===== src/rtl/road_pkg.sv =====
// Shared road geometry constants and types for the rival-car logic.
package road_pkg;

  localparam int COORD_W  = 10;
  localparam int SCREEN_H = 480;

  typedef logic [1:0] lane_t;

  typedef enum logic [1:0] {
    S_IDLE,
    S_MOVE,
    S_SPAWN,
    S_DONE
  } spawn_state_t;

endpackage


===== src/rtl/rival_car_spawner_slot_find.sv =====
// Priority encoder: lowest-index free rival-car slot.
module slot_find #(
  parameter int N     = 3,
  parameter int IDX_W = 2
) (
  input  logic [N-1:0]     free_mask,
  output logic [IDX_W-1:0] free_idx,
  output logic             any_free
);

  // NOTE: every output gets a default before the loop so no latch is inferred.
  always_comb begin
    free_idx = '0;
    any_free = 1'b0;
    // Scan downwards so the lowest free index is the last one written.
    for (int i = N - 1; i >= 0; i--) begin
      if (free_mask[i]) begin
        free_idx = IDX_W'(i);
        any_free = 1'b1;
      end
    end
  end

endmodule


===== src/rtl/rival_car_spawner.sv =====
// Per-frame rival-car update: move/retire each slot, then maybe spawn one car.
module rival_car_spawner #(
  parameter int NUM_CARS   = 3,
  parameter int MIN_GAP    = 30,
  parameter int ROAD_LEFT  = 256,
  parameter int LANE_PITCH = 40,
  parameter int SCREEN_H   = road_pkg::SCREEN_H
) (
  input  logic                                   clk,
  input  logic                                   rst,
  input  logic                                   frame_tick,
  input  logic                                   pause,
  input  logic [7:0]                             random_in,
  input  logic [3:0]                             scroll_speed,
  output logic [NUM_CARS-1:0]                    car_valid,
  output logic [NUM_CARS*road_pkg::COORD_W-1:0]  car_x,
  output logic [NUM_CARS*road_pkg::COORD_W-1:0]  car_y,
  output logic [15:0]                            cars_passed,
  output logic                                   busy,
  output logic                                   frame_done
);

  import road_pkg::*;

  localparam int SLOT_W = (NUM_CARS > 1) ? $clog2(NUM_CARS) : 1;

  spawn_state_t        state, state_nxt;
  logic [SLOT_W-1:0]   slot;
  logic [3:0]          spd;
  logic [7:0]          gap_cnt;
  lane_t               last_lane;

  logic [SLOT_W-1:0]   free_idx;
  logic                any_free;
  logic                accept;
  logic                last_slot;
  logic [COORD_W:0]    y_new;
  lane_t               lane_raw;
  lane_t               lane_pick;
  logic [COORD_W-1:0]  spawn_x;

  slot_find #(
    .N     (NUM_CARS),
    .IDX_W (SLOT_W)
  ) u_slot_find (
    .free_mask (~car_valid),
    .free_idx  (free_idx),
    .any_free  (any_free)
  );

  assign accept    = frame_tick && !pause;
  assign last_slot = (slot == SLOT_W'(NUM_CARS - 1));
  assign y_new     = {1'b0, car_y[int'(slot)*COORD_W +: COORD_W]} + (COORD_W+1)'(spd);
  assign lane_raw  = random_in[1:0];
  // Never spawn twice in a row in the same lane.
  assign lane_pick = (lane_raw == last_lane) ? lane_t'(lane_raw + 2'd1) : lane_raw;
  assign spawn_x   = COORD_W'(ROAD_LEFT + int'(lane_pick) * LANE_PITCH);

  always_ff @(posedge clk or posedge rst) begin
    if (rst) state <= S_IDLE;
    else     state <= state_nxt;
  end

  always_comb begin
    state_nxt = state;
    unique case (state)
      S_IDLE:  if (accept) state_nxt = S_MOVE;
      S_MOVE:  if (last_slot) state_nxt = S_SPAWN;
      S_SPAWN: state_nxt = S_DONE;
      S_DONE:  state_nxt = S_IDLE;
      default: state_nxt = S_IDLE;
    endcase
  end

  // NOTE: state is updated with <= so every branch sees the pre-edge values.
  always_ff @(posedge clk or posedge rst) begin
    if (rst) begin
      car_valid   <= '0;
      car_x       <= '0;
      car_y       <= '0;
      cars_passed <= '0;
      busy        <= 1'b0;
      frame_done  <= 1'b0;
      slot        <= '0;
      spd         <= '0;
      gap_cnt     <= 8'(MIN_GAP);
      last_lane   <= '0;
    end else begin
      // Outputs are registered from the next state so they line up with it.
      busy       <= (state_nxt != S_IDLE);
      frame_done <= (state_nxt == S_DONE);
      unique case (state)
        S_IDLE: begin
          if (accept) begin
            spd  <= scroll_speed;
            slot <= '0;
          end
        end
        S_MOVE: begin
          if (car_valid[slot]) begin
            if (y_new >= (COORD_W+1)'(SCREEN_H)) begin
              car_valid[slot] <= 1'b0;
              if (cars_passed != 16'hFFFF) cars_passed <= cars_passed + 16'd1;
            end else begin
              car_y[int'(slot)*COORD_W +: COORD_W] <= y_new[COORD_W-1:0];
            end
          end
          if (!last_slot) slot <= slot + SLOT_W'(1);
        end
        S_SPAWN: begin
          if (gap_cnt != 8'd0) begin
            gap_cnt <= gap_cnt - 8'd1;
          end else if (any_free) begin
            car_valid[free_idx]                      <= 1'b1;
            car_x[int'(free_idx)*COORD_W +: COORD_W] <= spawn_x;
            car_y[int'(free_idx)*COORD_W +: COORD_W] <= '0;
            last_lane                                <= lane_pick;
            gap_cnt <= 8'(MIN_GAP) + 8'(random_in[7:4]);
          end
        end
        default: ;
      endcase
    end
  end

endmodule


===== config.mk =====
export PLATFORM = sky130hd
export DESIGN_NAME = rival_car_spawner
export DESIGN_NICKNAME = d
export VERILOG_FILES = /design/src/rtl/road_pkg.sv /design/src/rtl/rival_car_spawner_slot_find.sv /design/src/rtl/rival_car_spawner.sv
export SDC_FILE = /design/constraint.sdc
export NUM_CORES = 1
export LEC_CHECK = 0
export BUFFER_PORTS_ARGS = -buffer_cell sky130_fd_sc_hd__buf_2
export CORE_ASPECT_RATIO = 1.25
export CORE_MARGIN = 4
export CORE_UTILIZATION = 51
export CTS_CLUSTER_DIAMETER = 30
export DETAILED_ROUTE_END_ITERATION = 12
export PLACE_DENSITY = 0.76
export SYNTH_ARGS = -nofsm -noshare
export SYNTH_HDL_FRONTEND = slang
export SYNTH_SLANG_ARGS = --single-unit

===== constraint.sdc =====
create_clock -name clk -period 4.15 [get_ports clk]
set_input_delay 0.2075 -clock clk [delete_from_list [all_inputs] [get_ports clk]]
set_output_delay 0.2075 -clock clk [all_outputs]
set_load 0.01 [all_outputs]

==> metrics.txt, run 1 <==
hpwl dp=10.81 mm; die height=125.7 um; top cells by count, synth=nand2_1, dfrtp_1, nor2_1; worst vdd ir=294.2 uV; # hold bufs at CTS=0; number of max-cap violations=0; syn nets=647; drt via density=5.963; syn avg cell area=9.248 um^2; Final Setup Violations=0; DRC Markers=0; XOR/XNOR Fraction of Synth Area=0.03720; residual overflow from global routing=0; ys flop type=dfrtp_1; P&R area growth vs syn=14.92%; vias after detailed routing=4955; Synth warnings=0; Iter 0 DRT Violations=359; drt first pass iters=5; Die ar.=12840 um^2; period utilisation layout=0.9025; type of the tightest min-delay check=primary input to asynchronous set/reset pin; critical path required time=4.39 ns; ant diodes=0; Cell Area, Synth=5650 um^2; GRT Util Overall=0.2295; Rel. slew slack=0.4582; buffers added on ports=94; crit path kind=flop to flop; drt wl/cell=17.35 um; total CTS buffers=9; Adder-Cell Fraction of Synth Area=0.04562; first-pass GRT wire length=23.54 mm; Synth async-reset ratio=1.000; Power Density=637.9 nW/um^2; Final Max Slew Viols=0; post-route ant nets=0; GPL Wtd Cong=0.9440; leakage power=3.162 nW; hold slack final=0.02801 ns; clock buffer depth=2; status=finished, final reports clean; Yosys reg bits=99; multi-input logic area=2949 um^2; CTS sink cnt=99; most common cell in the netlist=nand2_1; RSZ-0062 raised after global routing=false; vias in the first global route=4749; Synth Area in Compound Gates=0.1831; Final Core Density=0.6057; # IOs=97; initial antenna violation count=0; top cells by area, synth=dfrtp_1, nand2_1, ha_1; starting density of the core=0.5271; Post-synth EDFFs=0; Post-CTS Setup Inserts=0; Final #Nets=730; dpl cell area=6201 um^2; Synth area leader=dfrtp_1; clock skew=0.007123 ns; Setup TNS=0 ns; Clock transition at path regs=0.07 ns; Die X=102.1 um; post-CTS sizing=0; root buffer cell=clkbuf_16; CP endpoint kind=flop; Simple-Gate Fraction of Synth Area=0.1975; top-area cell type share of the netlist area=0.4207; largest net degree at the start of global routing=69; Post-Synthesis Cells=611; worst slew pin tran=0.8127 ns; Sequential Area=2482 um^2; Post-Route WL=14.42 mm; Filler cells=944; H-tree depth=3; largest family of logic cells by synthesized area=simple AND/OR/NAND/NOR gates; clock insertion delay at the later pin of the skew report=0.35 ns; sequential area share after synthesis=0.4393; Setup crit start kind=flop; CTS tree=built; Final Cell Area=6494 um^2; Peak Freq=267.0 MHz; Tmin final=3.745 ns; crit path DAT=3.98 ns; library cells used by synthesis=72; Final Hold Viols=0; worst-path fanout max=35; post-synthesis mux area share=0.05846; Rows=42; Core Area=10720 um^2; share of cells above drive strength 1=0.2203
==> cell usage in the layout (no fill, tap or decap), drive strengths merged, types with 5 or more instances in the layout <==
| cell | n |
|---|---|
| o21ai | 49 |
| xor2 | 9 |
| nor2 | 40 |
| a22o | 6 |
| ha | 19 |
| clkbuf | 10 |
| xnor2 | 15 |
| buf | 100 |
| nand4 | 11 |
| and2 | 5 |
| o22a | 5 |
| nor3 | 10 |
| a21o | 8 |
| o211ai | 5 |
| dfrtp | 95 |
| and3 | 10 |
| or2 | 5 |
| a2bb2oi | 5 |
| mux2 | 16 |
| nand2b | 9 |
| nand3 | 21 |
| inv | 22 |
| o22ai | 13 |
| mux2i | 15 |
| nor2b | 6 |
| or3 | 8 |
| o41ai | 5 |
| o31ai | 10 |
| a21oi | 22 |
| nand2 | 100 |
==> worst max-delay path, stage by stage, from the launching register on <==
cell and delay [ns]:
dfrtp_1 0.63, buf_4 0.48, clkinv_1 0.44, ha_1 0.97
nand2b_1 0.22, o21bai_1 0.33, a22oi_1 0.16, o41ai_1 0.39
==> kinds of logic (layout without fill, tap and decap cells) <==
| kind of cell | count (synthesis) | in the layout |
|---|---|---|
| adders and majority gates | 20 | 20 |
| DFF | 99 | 99 |
| xor gates and xnor gates | 24 | 24 |
| and+or+nand+nor | 234 | 234 |
| muxes | 31 | 31 |
| buffers and inverters | 51 | 139 |
| AOI/OAI and AO/OA | 152 | 152 |
==> layout make-up <==
class / instances / share of cell area
multi-input combinational: 461 / 0.4541
sequential: 99 / 0.3823
timing repair buffer: 100 / 0.07938
clock buffer: 10 / 0.03526
tap: 132 / 0.02543
inverter: 23 / 0.01368
clock inverter: 6 / 0.009827
==> power by group <==
part           internal, mW  total, mW  switching (mW)
registers              1.15       1.31           0.155
logic                 0.725       2.00            1.28
clock network         0.467      0.834           0.366
total                  2.34       4.14            1.80
==> final timing paths <==
path	startpoint	to	slack (ns)	cells after the start
max in group asynchronous	rst	gap_cnt[4]	3.17	3
worst min register to register	car_x[18]	car_x[18]	0.46	1
min in group clk	scroll_speed[1]	spd[1]	0.08	3
worst min-delay path	rst	car_x[17]	0.03	2
worst max-delay path	slot[0]	car_y[22]	0.40	7
worst max register to register	slot[0]	car_y[22]	0.40	7
==> stage by stage <==
| stage | total power [mW] | worst slack [ns] | instances |
|---|---|---|---|
| after floorplan | 2.732 | 0.1526 | 611 |
| after global placement | 3.224 | 0.5578 | 815 |
| after detailed placement | 3.272 | 0.4803 | 815 |
| after CTS | 4.115 | 0.4548 | 831 |
| after global routing | 4.396 | 0.1383 | 831 |
| final | 4.143 | 0.4046 | 831 |
==> per-layer routing <==
layer,global-route usage,wire length [um],up-vias
li1,-,-,2350
met1,0.3071,6200,2368
met2,0.3643,6870,203
met3,0.02821,868,34
met4,0.1151,478,0
met5,0,0,-
==> registers in the layout, indices dropped and copies added, names as in the netlist, 2 cells and up <==
name and cells:
spd 4, state 2, car_x 30, cars_passed 16
slot 2, car_y 30, last_lane 2, car_valid 3
gap_cnt 8
Power figures use the tool's default switching activity.
==> run 2, diff against run 1 <==
- SKIP_LAST_GASP: not set -> 1
- clock period: 4.15 -> 3.1 ns (I/O delays scaled with it)
==> run 2 against run 1 <==
  * The flow now finishes with violations (setup timing)
  * Setup slack lost 0.57 ns
  * First-iteration DRC count grew 16%
  * Critical path type unchanged
  * Cell count grew 8.8%
  * Hold slack gained 0.0069 ns
  * Largest cell class unchanged
  * Clock power grew 33%
  * Clock skew shrank 0.0012 ns
  * Non-clock buffer count grew 73
  * Sequential share of layout area shrank 4.9 points
==> metrics.txt, run 2 (synthesis gave the netlist of run 1 again) <==
die height=125.7 um (unchanged); Power Density=900.4 nW/um^2 (was 637.9 nW/um^2); top flop regs=car_x x30, car_y x30, cars_passed x16 (unchanged); Die X=102.1 um (unchanged); ant diodes=0 (unchanged); total CTS buffers=9 (unchanged); M1 WL=6.581 mm (was 6.200 mm); Flop pwr share=0.265 (was 0.315); Final Setup Violations=46 (was 0); # IOs=97 (unchanged); leakage power=3.634 nW (was 3.162 nW); Core Area=10720 um^2 (unchanged); cell internal pwr=3.862 mW (was 2.343 mW); Peak Freq=305.8 MHz (was 267.0 MHz); CTS sink cnt=99 (unchanged); commonest non-fill, non-tap cell in the layout=nand2_1 (unchanged); Die ar.=12840 um^2 (unchanged); WL met2=8.920 mm (was 6.870 mm); hpwl dp=12.30 mm (was 10.81 mm); initial antenna violation count=0 (unchanged); post-route ant nets=0 (unchanged); highest-count cells in the layout ignoring fill and taps=nand2_1, dfrtp_1, buf_2, buf_4, nor2_1 (was nand2_1, dfrtp_1, buf_2, nor2_1, o21ai_0); residual overflow from global routing=0 (unchanged); Rows=42 (unchanged); drt via density=5.967 (was 5.963); period utilisation layout=1.055 (was 0.9025); Final Cell Area=7447 um^2 (was 6494 um^2); drt first pass iters=5 (unchanged); dpl ws=-0.2843 ns (was 0.4803 ns); CP dominant cell by count=o21ai_2; buffers added on ports=94 (unchanged); Final Hold Viols=0 (unchanged); post-route setup slack=-0.1703 ns (was 0.4046 ns); vias in the first global route=5429 (was 4749); CP endpoint kind=flop (unchanged); Top Layer Used=met4 (unchanged); CTS tree=built (unchanged); clock skew=0.005904 ns (was 0.007123 ns); metal3 WL=817 um (was 868 um); largest net degree at the start of global routing=55 (was 69); vias after detailed routing=5394 (was 4955); switching share of power=0.4241 (was 0.4345); drt wl/cell=18.94 um (was 17.35 um); clock insertion delay at the later pin of the skew report=0.35 ns (about the same); critical path, cell by cell=buf_6, mux2i_4, nor2_2, a21oi_2, buf_4, fa_2, nor2b_4, o21ai_2, a211oi_2, o21ai_2, a211oi_4, buf_6, o21ai_4, or2_4, o21ai_2 (was buf_4, clkinv_1, ha_1, nand2b_1, o21bai_1, a22oi_1, o41ai_1); CP max stage cell=dfrtp_1 (was ha_1); worst vdd ir=490.5 uV (was 294.2 uV); Rel. slew slack=0.2741 (was 0.4582); Tot Pwr=6.705 mW (was 4.143 mW); clock buffer depth=2 (unchanged); Clock transition at path regs=0.07 ns (about the same); RSZ-0062 raised after global routing=true (was false); slowest stage delay, CP=0.42 ns (was 0.97 ns); dpl cell area=6669 um^2 (was 6201 um^2); Iter 0 DRT Violations=415 (was 359); Final Max Slew Viols=0 (unchanged); Final #Nets=805 (was 730); H-tree depth=3 (unchanged); starting density of the core=0.5271 (unchanged); root buffer cell=clkbuf_16 (unchanged); Setup crit start kind=flop (unchanged); status=finished with violations (was finished, final reports clean); Post-Route WL=17.12 mm (was 14.42 mm); Psw=2.844 mW (was 1.800 mW); GRT Util Overall=0.2653 (was 0.2295); number of max-cap violations=0 (unchanged); Logic pwr share=0.570 (was 0.484); type of the tightest min-delay check=primary input to flop (was primary input to asynchronous set/reset pin); DRC Markers=0 (unchanged); first-pass GRT wire length=27.18 mm (was 23.54 mm); GPL Wtd Cong=0.9404 (was 0.9440); CP Buf/Inv Count=3 (was 2); critical path required time=3.38 ns (was 4.39 ns); crit path kind=flop to flop (unchanged); P&R area growth vs syn=31.80% (was 14.92%); Tmin final=3.270 ns (was 3.745 ns); worst slew pin tran=1.089 ns (was 0.8127 ns); crit path DAT=3.55 ns (was 3.98 ns); failing checks=setup timing; worst-path fanout max=6 (was 35); share of cells above drive strength 1=0.3614 (was 0.2203); clock share of power=0.166 (was 0.201); hold slack final=0.03487 ns (was 0.02801 ns); cell class contributing the biggest share of worst-path delay=compound AO/OA/AOI/OAI gates (was adder cells)
[run 2: cell count changes in the layout (fill, tap and decap cells not counted), moves of 4 or more]
cell	change
buf_4	+64
buf_6	+8
nor2_1	-6
nor2_2	+5
o21ai_0	-15
o21ai_1	+5
o21ai_2	+9
o41ai_1	-4
o41ai_2	+4
xnor2_1	-4
xnor2_2	+4
[run 2: what timing repair did]
action                     4_1_cts  5_1_grt
pin swaps                       12       15
setup buffers                    5       15
hold buffers                     1        0
resized for setup               25       39
setup endpoints to repair       46       49
gates cloned                     2        0
hold endpoints to repair        48        0
[run 2: per-layer routing]
metal,GRT usage,vias to the layer above
met5,0,-
li1,-,2493
met4,0.1359,0
met3,0.04093,55
met1,0.3124,2643
met2,0.4596,203
[run 2: tightest hold or removal path, delay by kind of cell]
family,cells,cell delay (ns)
buffers and inverters,1,0.07
AOI/OAI and AO/OA,1,0.07
and+or+nand+nor,1,0.04
[run 2: path summary, 6_finish.rpt]
path / start / endpoint / cells past startpoint / slack (ns)
setup reg to reg: slot[0] / car_y[3] / 15 / -0.17
setup / recovery: slot[0] / car_y[3] / 15 / -0.17
max in group asynchronous: rst / car_x[14] / 4 / 1.87
min in group asynchronous: rst / car_y[1] / 3 / 0.46
hold reg to reg: car_x[18] / car_x[18] / 1 / 0.47
hold / removal: scroll_speed[1] / spd[1] / 3 / 0.03
[run 2: final cells by class]
cell class	instances	area [um^2]
Clock buffer	9	225.2
Clock inverter	5	56.30
Fill cell	825	3273
Inverter	23	88.84
Multi-Input combinational cell	463	3333
Sequential cell	99	2482
Tap cell	132	165.2
Timing Repair Buffer	173	1096
[run 2: metrics by stage]
step | setup TNS, ns | instances | util
floorplan | -11.82 | 611 | -
global placement | -2.947 | 868 | 0.6221
detailed placement | -5.786 | 868 | 0.6221
CTS | -1.075 | 889 | 0.6666
global route | -10.27 | 904 | 0.6947
finish | -3.303 | 904 | 0.6947
[run 2: power by group through the flow]
stage	combinational (mW)	clock [mW]	sequential [mW]
floorplan	2.02	0	1.77
global placement	3.16	0	1.75
detailed placement	3.22	0	1.76
CTS	3.40	1.12	1.75
global route	4.10	1.16	1.80
finish	3.82	1.11	1.77
==> run 3, diff against run 2 <==
- CORE_UTILIZATION: 51 -> 55
- HOLD_SLACK_MARGIN: not set -> 0.03
- PLACE_DENSITY: 0.76 -> 0.78
- TNS_END_PERCENT: not set -> 5
- clock period: 3.1 -> 3.9 ns (I/O delays scaled with it)
==> run 3 against run 2 <==
  * The run now ends clean
  * First-iteration DRC count down 17%
  * Utilization down 4.2 points
  * Non-clock buffer count down 65
  * Count of clock-buffer cells in the layout up 3
  * Die area down 6.8%
  * Clock skew up 0.00079 ns
  * Cell count down 7.5%
  * Sequential power down 21%
  * Setup slack better by 0.52 ns
==> metrics.txt, run 3 (synthesis gave the netlist of run 1 again) <==
hold slack final=0.06065 ns (was 0.03487 ns); Clock transition at path regs=0.07 ns (about the same); post-route ant nets=0 (unchanged); post-route setup slack=0.3491 ns (was -0.1703 ns); worst vdd ir=382.9 uV (was 490.5 uV); cell class contributing the biggest share of worst-path delay=compound AO/OA/AOI/OAI gates (unchanged); leakage power=3.208 nW (was 3.634 nW); Rows=41 (was 42); buffers added on ports=94 (unchanged); residual overflow from global routing=0 (unchanged); CTS tree=built (unchanged); top flop regs=car_x x30, car_y x30, cars_passed x16 (unchanged); commonest non-fill, non-tap cell in the layout=nand2_1 (unchanged); Power Density=680.8 nW/um^2 (was 900.4 nW/um^2); hpwl dp=11.13 mm (was 12.30 mm); critical path required time=4.17 ns (was 3.38 ns); r2r setup slk=0.35 ns (was -0.17 ns); DRC Markers=0 (unchanged); type of the tightest min-delay check=primary input to asynchronous set/reset pin (was primary input to flop); number of max-cap violations=0 (unchanged); Rel. slew slack=0.3469 (was 0.2741); Iter 0 DRT Violations=344 (was 415); Post-CTS Setup Inserts=0 (was 5); total CTS buffers=9 (unchanged); initial antenna violation count=0 (unchanged); highest-count cells in the layout ignoring fill and taps=nand2_1, dfrtp_1, buf_2, nor2_1, o21ai_0 (was nand2_1, dfrtp_1, buf_2, buf_4, nor2_1); Setup crit start kind=flop (unchanged); die height=121.3 um (was 125.7 um); RSZ-0062 raised after global routing=false (was true); status=finished, final reports clean (was finished with violations); Die X=98.66 um (was 102.1 um); ant diodes=0 (unchanged); reg2reg path depth=15 (unchanged); critical path, cell by cell=inv_1, nor2_1, nand2_1, o21ai_0, ha_1, inv_1, fa_1, nor2b_1, o21ai_0, a211o_1, xnor2_1, o221ai_2, mux2_2, o22a_1, o21ai_1 (was buf_6, mux2i_4, nor2_2, a21oi_2, buf_4, fa_2, nor2b_4, o21ai_2, a211oi_2, o21ai_2, a211oi_4, buf_6, o21ai_4, or2_4, o21ai_2); CP max stage cell=dfrtp_1 (unchanged); drt via density=5.980 (was 5.967); Post-Route WL=14.70 mm (was 17.12 mm); Final Max Slew Viols=0 (unchanged); drt first pass iters=5 (unchanged); CP endpoint kind=flop (unchanged); Final #Nets=738 (was 805); crit path kind=flop to flop (unchanged); drt wl/cell=17.59 um (was 18.94 um); share of cells above drive strength 1=0.2291 (was 0.3614); Worst R2R End=car_y[10] (was car_y[3]); Filler cells=878 (was 825); clock skew=0.006693 ns (was 0.005904 ns); Core Area=10050 um^2 (was 10720 um^2); first-pass GRT wire length=24.74 mm (was 27.18 mm); CTS sink cnt=99 (unchanged); # hold bufs at CTS=0 (was 1); vias in the first global route=5042 (was 5429); largest net degree at the start of global routing=81 (was 55); Setup TNS=0 ns (was -3.303 ns); Peak Freq=281.6 MHz (was 305.8 MHz); slowest stage delay, CP=0.42 ns (about the same); dpl ws=0.3252 ns (was -0.2843 ns); P&R area growth vs syn=16.12% (was 31.80%); crit path DAT=3.82 ns (was 3.55 ns); worst slew pin tran=0.9797 ns (was 1.089 ns); starting density of the core=0.5620 (was 0.5271); period utilisation layout=0.9105 (was 1.055); root buffer cell=clkbuf_16 (unchanged); Die ar.=11970 um^2 (was 12840 um^2); clock insertion delay at the later pin of the skew report=0.34 ns (was 0.35 ns); Tmin final=3.551 ns (was 3.270 ns); # IOs=97 (unchanged); vias after detailed routing=4999 (was 5394); FF-to-FF Start=slot[1] (was slot[0]); GRT Util Overall=0.2560 (was 0.2653); H-tree depth=3 (unchanged); worst-path fanout max=5 (was 6); clock buffer depth=2 (unchanged); Final Hold Viols=0 (unchanged); Final Setup Violations=0 (was 46); CP Buf/Inv Count=2 (was 3); GPL Wtd Cong=0.9342 (was 0.9404)
==> run 3: cell count changes in the layout (fill, tap and decap cells not counted), moves of 5 or more <==
cell | previous run | this run
nor2_2 | 5 | 0
o21ai_1 | 20 | 15
o21ai_0 | 17 | 32
o21ai_2 | 11 | 2
nor2_1 | 34 | 40
buf_6 | 8 | 0
buf_4 | 70 | 14
==> run 3: area by class of cell <==
| cell class | count | area, um^2 | share of cell area |
|---|---|---|---|
| clock buffers | 12 | 246.5 | 0.03757 |
| clock inverters | 4 | 48.80 | 0.007437 |
| inverters | 23 | 88.84 | 0.01354 |
| multi-input cells | 461 | 2957 | 0.4506 |
| flip-flops and latches | 99 | 2484 | 0.3785 |
| well taps | 129 | 161.4 | 0.02460 |
| repair buffers | 108 | 575.6 | 0.08772 |
==> run 3: worst register-to-register path, cell delays in order, from the launching register on <==
cell and delay, ns:
dfrtp_1 0.42, inv_1 0.13, nor2_1 0.24, nand2_1 0.07, o21ai_0 0.07, ha_1 0.19
inv_1 0.05, fa_1 0.41, nor2b_1 0.16, o21ai_0 0.17, a211o_1 0.41, xnor2_1 0.23
o221ai_2 0.21, mux2_2 0.37, o22a_1 0.21, o21ai_1 0.13
==> run 3: worst max-delay path by stage <==
| stage | cells after the start | end | start |
|---|---|---|---|
| after floorplan | 18 | cars_passed[1] | slot[0] |
| after global placement | 7 | car_y[22] | slot[0] |
| after detailed placement | 14 | car_y[14] | slot[0] |
| after CTS | 14 | car_y[28] | slot[0] |
| after global routing | 15 | car_y[28] | slot[1] |
| final | 15 | car_y[10] | slot[1] |
==> run 3: metrics by stage <==
stage | instances | total power, mW | util | cell area [um^2]
after floorplan | 611 | 2.908 | - | 5652
after global placement | 820 | 3.491 | 0.6223 | 6257
after detailed placement | 820 | 3.539 | 0.6223 | 6257
after CTS | 836 | 4.446 | 0.6517 | 6553
after global routing | 836 | 4.756 | 0.6526 | 6561
final | 836 | 4.467 | 0.6526 | 6561
==> run 3: repair_timing <==
| item | 4_1_cts | 5_1_grt |
|---|---|---|
| setup endpoints to repair | 0 | 6 |
| endpoints found under the hold margin | 0 | 0 |
| gates resized for setup | 0 | 2 |
==> run 3: per-layer routing <==
metal / up-vias / track usage / wire [um]
met4: 0 / 0.1102 / 405
met2: 190 / 0.4323 / 7311
met3: 30 / 0.03968 / 819
met1: 2414 / 0.3261 / 6167
li1: 2365 / - / -
met5: - / 0 / 0
==> run 3: report_power, final <==
part	internal [mW]	total, mW	leakage [nW]	switching (mW)
combinational	0.815	2.19	1.80	1.37
sequential	1.23	1.39	1.26	0.163
clock	0.515	0.892	0.147	0.376
